===== src/rtl/calc_mem_sequencer.sv =====
// calc_mem_sequencer: drives one calculator operation through the core's shared data
// memory port (mailbox writes, GO flag, DONE poll, result read, flag clear, response).
module calc_mem_sequencer #(
    parameter logic [31:0] A_ADDR     = 32'h0000_0000,
    parameter logic [31:0] B_ADDR     = 32'h0000_0004,
    parameter logic [31:0] OP_ADDR    = 32'h0000_0008,
    parameter logic [31:0] FLAG_ADDR  = 32'h0000_000C,
    parameter logic [31:0] RES_ADDR   = 32'h0000_0010,
    parameter logic [31:0] GO_VALUE   = 32'd1,
    parameter logic [31:0] DONE_VALUE = 32'd2,
    parameter int          TIMEOUT    = 1024
) (
    input  logic        CLK,
    input  logic        RST_N,
    input  logic        req_valid,
    output logic        req_ready,
    input  logic [31:0] req_a,
    input  logic [31:0] req_b,
    input  logic [1:0]  req_op,
    output logic        rsp_valid,
    input  logic        rsp_ready,
    output logic [31:0] rsp_data,
    output logic        rsp_timeout,
    output logic [31:0] EntradaCalcu,
    output logic [31:0] addressCalcu,
    output logic        writeEnableCalcu,
    input  logic [31:0] resultadoCalcu
);
    localparam int CW = $clog2(TIMEOUT);
    localparam logic [CW-1:0] CNT_LAST = CW'(TIMEOUT - 1);

    localparam logic [3:0] S_IDLE   = 4'd0;
    localparam logic [3:0] S_WR_A   = 4'd1;
    localparam logic [3:0] S_WR_B   = 4'd2;
    localparam logic [3:0] S_WR_OP  = 4'd3;
    localparam logic [3:0] S_WR_GO  = 4'd4;
    localparam logic [3:0] S_POLL   = 4'd5;
    localparam logic [3:0] S_RD_RES = 4'd6;
    localparam logic [3:0] S_CLR    = 4'd7;
    localparam logic [3:0] S_RESP   = 4'd8;

    logic [3:0]    state_q, state_d;
    logic [31:0]   a_q, a_d, b_q, b_d, data_q, data_d;
    logic [1:0]    op_q, op_d;
    logic [CW-1:0] cnt_q, cnt_d;
    logic          tmo_q, tmo_d;

    assign req_ready   = (state_q == S_IDLE);
    assign rsp_valid   = (state_q == S_RESP);
    assign rsp_data    = data_q;
    assign rsp_timeout = tmo_q;

    // Memory port decodes only from state and captured registers.
    always_comb begin
        state_d          = state_q;
        a_d              = a_q;
        b_d              = b_q;
        op_d             = op_q;
        data_d           = data_q;
        tmo_d            = tmo_q;
        cnt_d            = cnt_q;
        writeEnableCalcu = 1'b0;
        addressCalcu     = 32'd0;
        EntradaCalcu     = 32'd0;
        case (state_q)
            S_IDLE: begin
                if (req_valid) begin
                    a_d     = req_a;
                    b_d     = req_b;
                    op_d    = req_op;
                    data_d  = 32'd0;
                    tmo_d   = 1'b0;
                    state_d = S_WR_A;
                end
            end
            S_WR_A: begin
                writeEnableCalcu = 1'b1;
                addressCalcu     = A_ADDR;
                EntradaCalcu     = a_q;
                state_d          = S_WR_B;
            end
            S_WR_B: begin
                writeEnableCalcu = 1'b1;
                addressCalcu     = B_ADDR;
                EntradaCalcu     = b_q;
                state_d          = S_WR_OP;
            end
            S_WR_OP: begin
                writeEnableCalcu = 1'b1;
                addressCalcu     = OP_ADDR;
                EntradaCalcu     = {30'b0, op_q};
                state_d          = S_WR_GO;
            end
            S_WR_GO: begin
                writeEnableCalcu = 1'b1;
                addressCalcu     = FLAG_ADDR;
                EntradaCalcu     = GO_VALUE;
                cnt_d            = '0;
                state_d          = S_POLL;
            end
            S_POLL: begin
                addressCalcu = FLAG_ADDR;
                if (resultadoCalcu == DONE_VALUE) begin
                    state_d = S_RD_RES;
                end else if (cnt_q == CNT_LAST) begin
                    tmo_d   = 1'b1;
                    state_d = S_CLR;
                end else begin
                    cnt_d = cnt_q + 1'b1;
                end
            end
            S_RD_RES: begin
                addressCalcu = RES_ADDR;
                data_d       = resultadoCalcu;
                state_d      = S_CLR;
            end
            S_CLR: begin
                writeEnableCalcu = 1'b1;
                addressCalcu     = FLAG_ADDR;
                state_d          = S_RESP;
            end
            S_RESP: state_d = rsp_ready ? S_IDLE : S_RESP;
            default: state_d = S_IDLE;
        endcase
    end

    always_ff @(posedge CLK or negedge RST_N) begin
        if (!RST_N) begin
            state_q <= S_IDLE;
            a_q     <= 32'd0;
            b_q     <= 32'd0;
            op_q    <= 2'd0;
            data_q  <= 32'd0;
            tmo_q   <= 1'b0;
            cnt_q   <= '0;
        end else begin
            state_q <= state_d;
            a_q     <= a_d;
            b_q     <= b_d;
            op_q    <= op_d;
            data_q  <= data_d;
            tmo_q   <= tmo_d;
            cnt_q   <= cnt_d;
        end
    end
endmodule

===== config.mk =====
export PLATFORM = sky130hd
export DESIGN_NAME = calc_mem_sequencer
export DESIGN_NICKNAME = d
export VERILOG_FILES = /design/src/rtl/calc_mem_sequencer.sv
export SDC_FILE = /design/constraint.sdc
export NUM_CORES = 1
export LEC_CHECK = 0
export BUFFER_PORTS_ARGS = -buffer_cell sky130_fd_sc_hd__buf_4
export CAP_MARGIN = 20
export CORE_ASPECT_RATIO = 0.5
export CORE_MARGIN = 3
export CORE_UTILIZATION = 41
export DETAILED_ROUTE_END_ITERATION = 8
export GPL_ROUTABILITY_DRIVEN = 0
export HOLD_SLACK_MARGIN = 0.05
export PLACE_DENSITY = 0.69
export SLEW_MARGIN = 20
export SYNTH_ARGS = -nofsm -noshare
export SYNTH_HDL_FRONTEND = slang
export SYNTH_SLANG_ARGS = --single-unit

===== constraint.sdc =====
create_clock -name CLK -period 2.1 [get_ports CLK]
set_input_delay 0 -clock CLK [delete_from_list [all_inputs] [get_ports CLK]]
set_output_delay 0 -clock CLK [all_outputs]
set_load 0.005 [all_outputs]

# Word level (Yosys, flattened, before mapping)
# Index checks and enable logic that the tools add are counted.
[word_totals]
out_inout_bits = 100
register_bits = 113
[op_classes]
mux = 17
n_eq_ne = 15
reduce_logical = 11
n_addsub = 1
[ops]
columns = ["operator", "n"]
rows = [
  ["$pmux 32 s4", 1],
  ["$pmux 32 s2", 1],
  ["$pmux 4 s9", 1],
  ["$eq 32x2->1 const B", 1],
  ["$mux 32", 1],
  ["$mux 10", 2],
  ["$pmux 10 s2", 1],
  ["$pmux 5 s4", 1],
  ["$eq 4x3->1 const B", 4],
  ["$mux 4", 4],
  ["$add 10x1->10 const B", 1],
  ["$eq 10x10->1 const B", 1],
  ["$eq 4x2->1 const B", 2],
  ["$ne 2x2->1 const B", 4],
  ["$reduce_and 2->1", 3],
  ["$reduce_bool 2->1", 3],
  ["$reduce_or 5->1", 1],
  ["$eq 4x1->1 const B", 1],
  ["$eq 4x4->1 const B", 1],
  ["$logic_not 4->1", 1],
  ["$mux 1", 4],
  ["$reduce_and 4->1", 1],
  ["$ne 3x3->1 const B", 1],
  ["$reduce_and 3->1", 1],
  ["other kinds (2)", 2],
]

# Longest topological paths before layout
[depth]
depth_word = 4
ltp_mapped = 7

# Worst setup path after synthesis
# No wires, ideal clock.
[synth_timing]
path_kind = "flip-flop to flip-flop"
start = "register state_q[1]"
end = "register a_q[13]"
synth_period_minus_slack_ps = 1629
path_stages_with_launch = 6
setup_ps = 127
arrival_ps = 1502
n_path_buf = 2
t_required_ps = 1973
path_slack_ps = 471
path_cell_list = "dfrtp_1 -> buf_6 -> nor4_4 -> nand2_4 -> buf_6 -> mux2_1"
[synth_between]
elab_chain_cells = 2
[synth_lines]
columns = ["item", "line", "text"]
rows = [
  ["start, declared", "42", "logic [3:0] state_q, state_d;"],
  ["start signal, assigned", "137", "state_q <= state_d;"],
  ["$logic_not 4->1", "-", ""],
  ["named net req_ready", "16", "output logic req_ready,"],
  ["$reduce_and 2->1 (no line)", "-", ""],
  ["end signal, assigned", "130", "a_q <= 32'd0;"],
  ["end signal, assigned", "138", "a_q <= a_d;"],
  ["end, declared", "43", "logic [31:0] a_q, a_d, b_q, b_d, data_q, data_d;"],
]
# The timed path passes the listed nets, and every way through them passes these cells.
# A chain may end at the register's enable or synchronous reset.

# Worst setup path in the final report
[layout_timing]
start = "input port resultadoCalcu[6]"
end = "register state_q[1]"
[layout_between]
elab_chain_cells = 3
word_cells_on_any_way = 5
[layout_lines]
columns = ["item", "line", "text"]
rows = [
  ["start, declared", "27", "input logic [31:0] resultadoCalcu"],
  ["$eq 32x2->1 (*)", "103", "if (resultadoCalcu == DONE_VALUE) begin"],
  ["$mux 4 or $ne 3x3->1 (tied branches)", "-", ""],
  ["$pmux 4 s9 or $reduce_and 2->1 (tied branches)", "-", ""],
]
# Every way passes the cells marked *; elsewhere a longest branch is shown, timed or not.

==> results.cfg <==
[run_status]
status = completed

[critical_path]
r2r-start = state_q[3]$_DFFE_PN0P_
start_kind = input pin
r2r_slack_ns = 0.28
path_class = in2reg
reg2reg_to = cnt_q[8]$_DFFE_PN0P_
crit_start = resultadoCalcu[6]
crit_fanout = 14
cp-end-kind = register
critical_path_arrival_ns = 2.26
crit_required_ns = 2.41
rr_worst_depth = 5
cp-endpoint = state_q[1]$_DFFE_PN0P_

[die]
start_util = 0.433
fp-row-count = 28
io_pins = 202
die_height_um = 86.1
die_area_um2 = 14300
die_w_um = 166
coreArea_um2 = 12200

[grt]
grt_max_degree = 66
grt_util_all_layers = 0.220
antenna_found_initial = 0
grt_pass1_vias = 4945
grt_pass1_wl_um = 25100
grt.overflow.total = 0

[power]
p_sw_mw = 3.51
seqPwrFrac = 0.339
power_frac_comb = 0.391
power.share.switching = 0.312
power_frac_clock = 0.269
p_leak_nw = 3.93
vdd_drop_max_mv = 0.648
p_per_area_nw_per_um2 = 1340
internal-power_mw = 7.75

[detailed_routing]
wirelength_um = 15500
first_pass_iters = 5
wl_met3_um = 920
drcViolationCount = 0
wl_met1_um = 6360
routed.top_layer = met4
drtIter0Drc = 315
vias = 4646
ant_nets = 0
vias_per_cell = 5.03
wl_per_cell_um = 16.8
route.met2.wl_um = 7810

[worst_hold_path]
min_path_type = in2async

[cts]
cts_made_buffers = 17
clock_path_buffers = 2
cts-htree-levels = 4
cts_root_buffer = clkbuf_16
cts.sinks = 113
clk_pin_slew_worst_paths_ns = 0.05
cts_tree = yes
clock_latency_ns = 0.41

[logic_synthesis]
ys_warn_count = 0
ys_seq_area_frac = 0.537
avgSynthCellArea_um2 = 11.4
netlist_area_um2 = 5260
synth.ff_latch_count = 113
synth_cell_type_count = 41
netlist_instances = 462

[sta]
fin_crit_ns = 1.95
timing.setup.tns_ns = 0
setup_viol = 0
rsz0062_at_grt = no
fin_crit_sh = 0.930
worst_clock_skew_ns = 0.00858
max_freq_ghz = 0.512
whs_ns = 0.124
worst_pin_slew_ns = 0.576
drv_slew = 0
timing.slew.headroom = 0.616
finalHoldViolCount = 0

[cells_and_area]
diodes = 0
area_growth_pct = 59.8
drive_gt1_frac = 0.391
final_nets = 850
final_cells = 924

[placement]
dp_cells = 789
port_buffers = 172
place_hpwl_um = 9660

[flow_run]
max-cap-violations = 0
## per-layer routing
layer / vias up / global-route usage
li1: 2142 / -
met1: 2274 / 0.264
met2: 188 / 0.389
met3: 42 / 0.0437
met4: 0 / 0.0996
met5: - / 0
## critical path, stage by stage
cell and delay, ns:
dlygate4sd3_1 0.56, buf_4 0.16, nor4b_4 0.31, buf_4 0.16, nand4_1 0.26, o21ai_1 0.22, buf_4 0.21, nor2_1 0.12
a211oi_1 0.24
## placed cells by master, fill, tap and decap left out, drive strengths merged, types with 2 or more instances in the layout
cell and count:
dlygate4sd3 101, conb 29, nor4 9, nor3 7, dfrtp 113, o31ai 2
nor4b 3, o41ai 2, clkbuf 21, o21a 2, or3 2, o311ai 2
o21ai 36, a21oi 5, xor2 3, nand4 3, mux2i 6, bufinv 4
inv 5, nor2 11, nand2 74, buf 196, mux2 67, or2 2
nand3 5, clkinv 4, a22o 30, clkinvlp 2, nand2b 6
## area by class of cell
type                    instances  area, um2
fillers                       841       3750
inverters                       5       18.8
well taps                     165        206
flip-flops and latches        113       2830
repair buffers                297       2560
multi-input cells             313       2180
clock buffers                  21        460
clock inverters                10        159
## registers in the layout, indices dropped and copies added (netlist names)
signal / cells
cnt_q: 10
b_q: 32
op_q: 2
rsp_data: 32
state_q: 4
a_q: 32
rsp_timeout: 1
## stage by stage
stage               power (mW)  utilization  worst slack, ns  cell area (um2)
floorplan                 5.99            -            0.471             5370
global placement          7.81        0.553            0.192             6720
detailed placement        7.95        0.553            0.259             6720
CTS                       11.2        0.688           0.0184             8370
global route              12.0        0.691           0.0474             8410
finish                    11.3        0.691            0.148             8410
## timing repair
item                                    CTS  global route
resized for setup                         2             4
endpoints found under the hold margin   141             0
endpoints found under the setup margin   28            34
pin swaps                                 1             3
hold buffers                            101             0
buffers inserted                          1             2
## logic make-up after synthesis
kind of cell,count (synthesis),share of synthesized area
other,1,0.000713
AOI/OAI and AO/OA,82,0.106
xor gates and xnor gates,3,0.00499
and+or+nand+nor,125,0.115
buffers and inverters,64,0.0790
adders and majority gates,1,0.00238
muxes,73,0.155
DFF,113,0.537
## synthesized netlist by cell type, drive strengths merged
cell / n / area share
a211oi: 1 / 0.0014
a21oi: 5 / 0.0048
a22o: 30 / 0.050
a22oi: 1 / 0.0014
buf: 42 / 0.063
clkbuf: 17 / 0.012
conb: 1 / 0.00071
dfrtp: 113 / 0.54
ha: 1 / 0.0024
inv: 5 / 0.0036
mux2: 67 / 0.14
mux2i: 6 / 0.011
nand2: 74 / 0.054
nand2b: 6 / 0.0086
nand3: 5 / 0.0057
nand3b: 1 / 0.0014
nand4: 3 / 0.0036
nor2: 11 / 0.0078
nor3: 7 / 0.0067
nor4: 9 / 0.014
nor4b: 3 / 0.0050
o21a: 2 / 0.0029
o21ai: 36 / 0.034
o311ai: 2 / 0.0033
o31ai: 2 / 0.0029
o32a: 1 / 0.0019
o41ai: 2 / 0.0033
or2: 2 / 0.0024
or3: 2 / 0.0024
or4: 1 / 0.0014
or4b: 1 / 0.0019
xor2: 3 / 0.0050
## how the worst min path moves through the flow
stage                           to  slack [ns]  cells past startpoint
2_1_floorplan   a_q[0]$_DFFE_PN0P_       -0.30                      0
3_3_place_gp   b_q[28]$_DFFE_PN0P_        0.04                      1
3_5_place_dp   a_q[29]$_DFFE_PN0P_        0.03                      1
4_1_cts        a_q[29]$_DFFE_PN0P_        0.15                      2
5_1_grt        a_q[29]$_DFFE_PN0P_        0.18                      2
6_report       a_q[29]$_DFFE_PN0P_        0.12                      2
## power groups by stage
stage	Combinational [mW]	Clock, mW	Sequential, mW
5_1_grt	4.79	3.20	3.96
3_3_place_gp	4.05	0	3.76
6_report	4.41	3.03	3.82
3_5_place_dp	4.15	0	3.80
4_1_cts	4.34	3.08	3.79
2_1_floorplan	2.32	0	3.67
No activity file was read; power rests on OpenSTA's default activity.
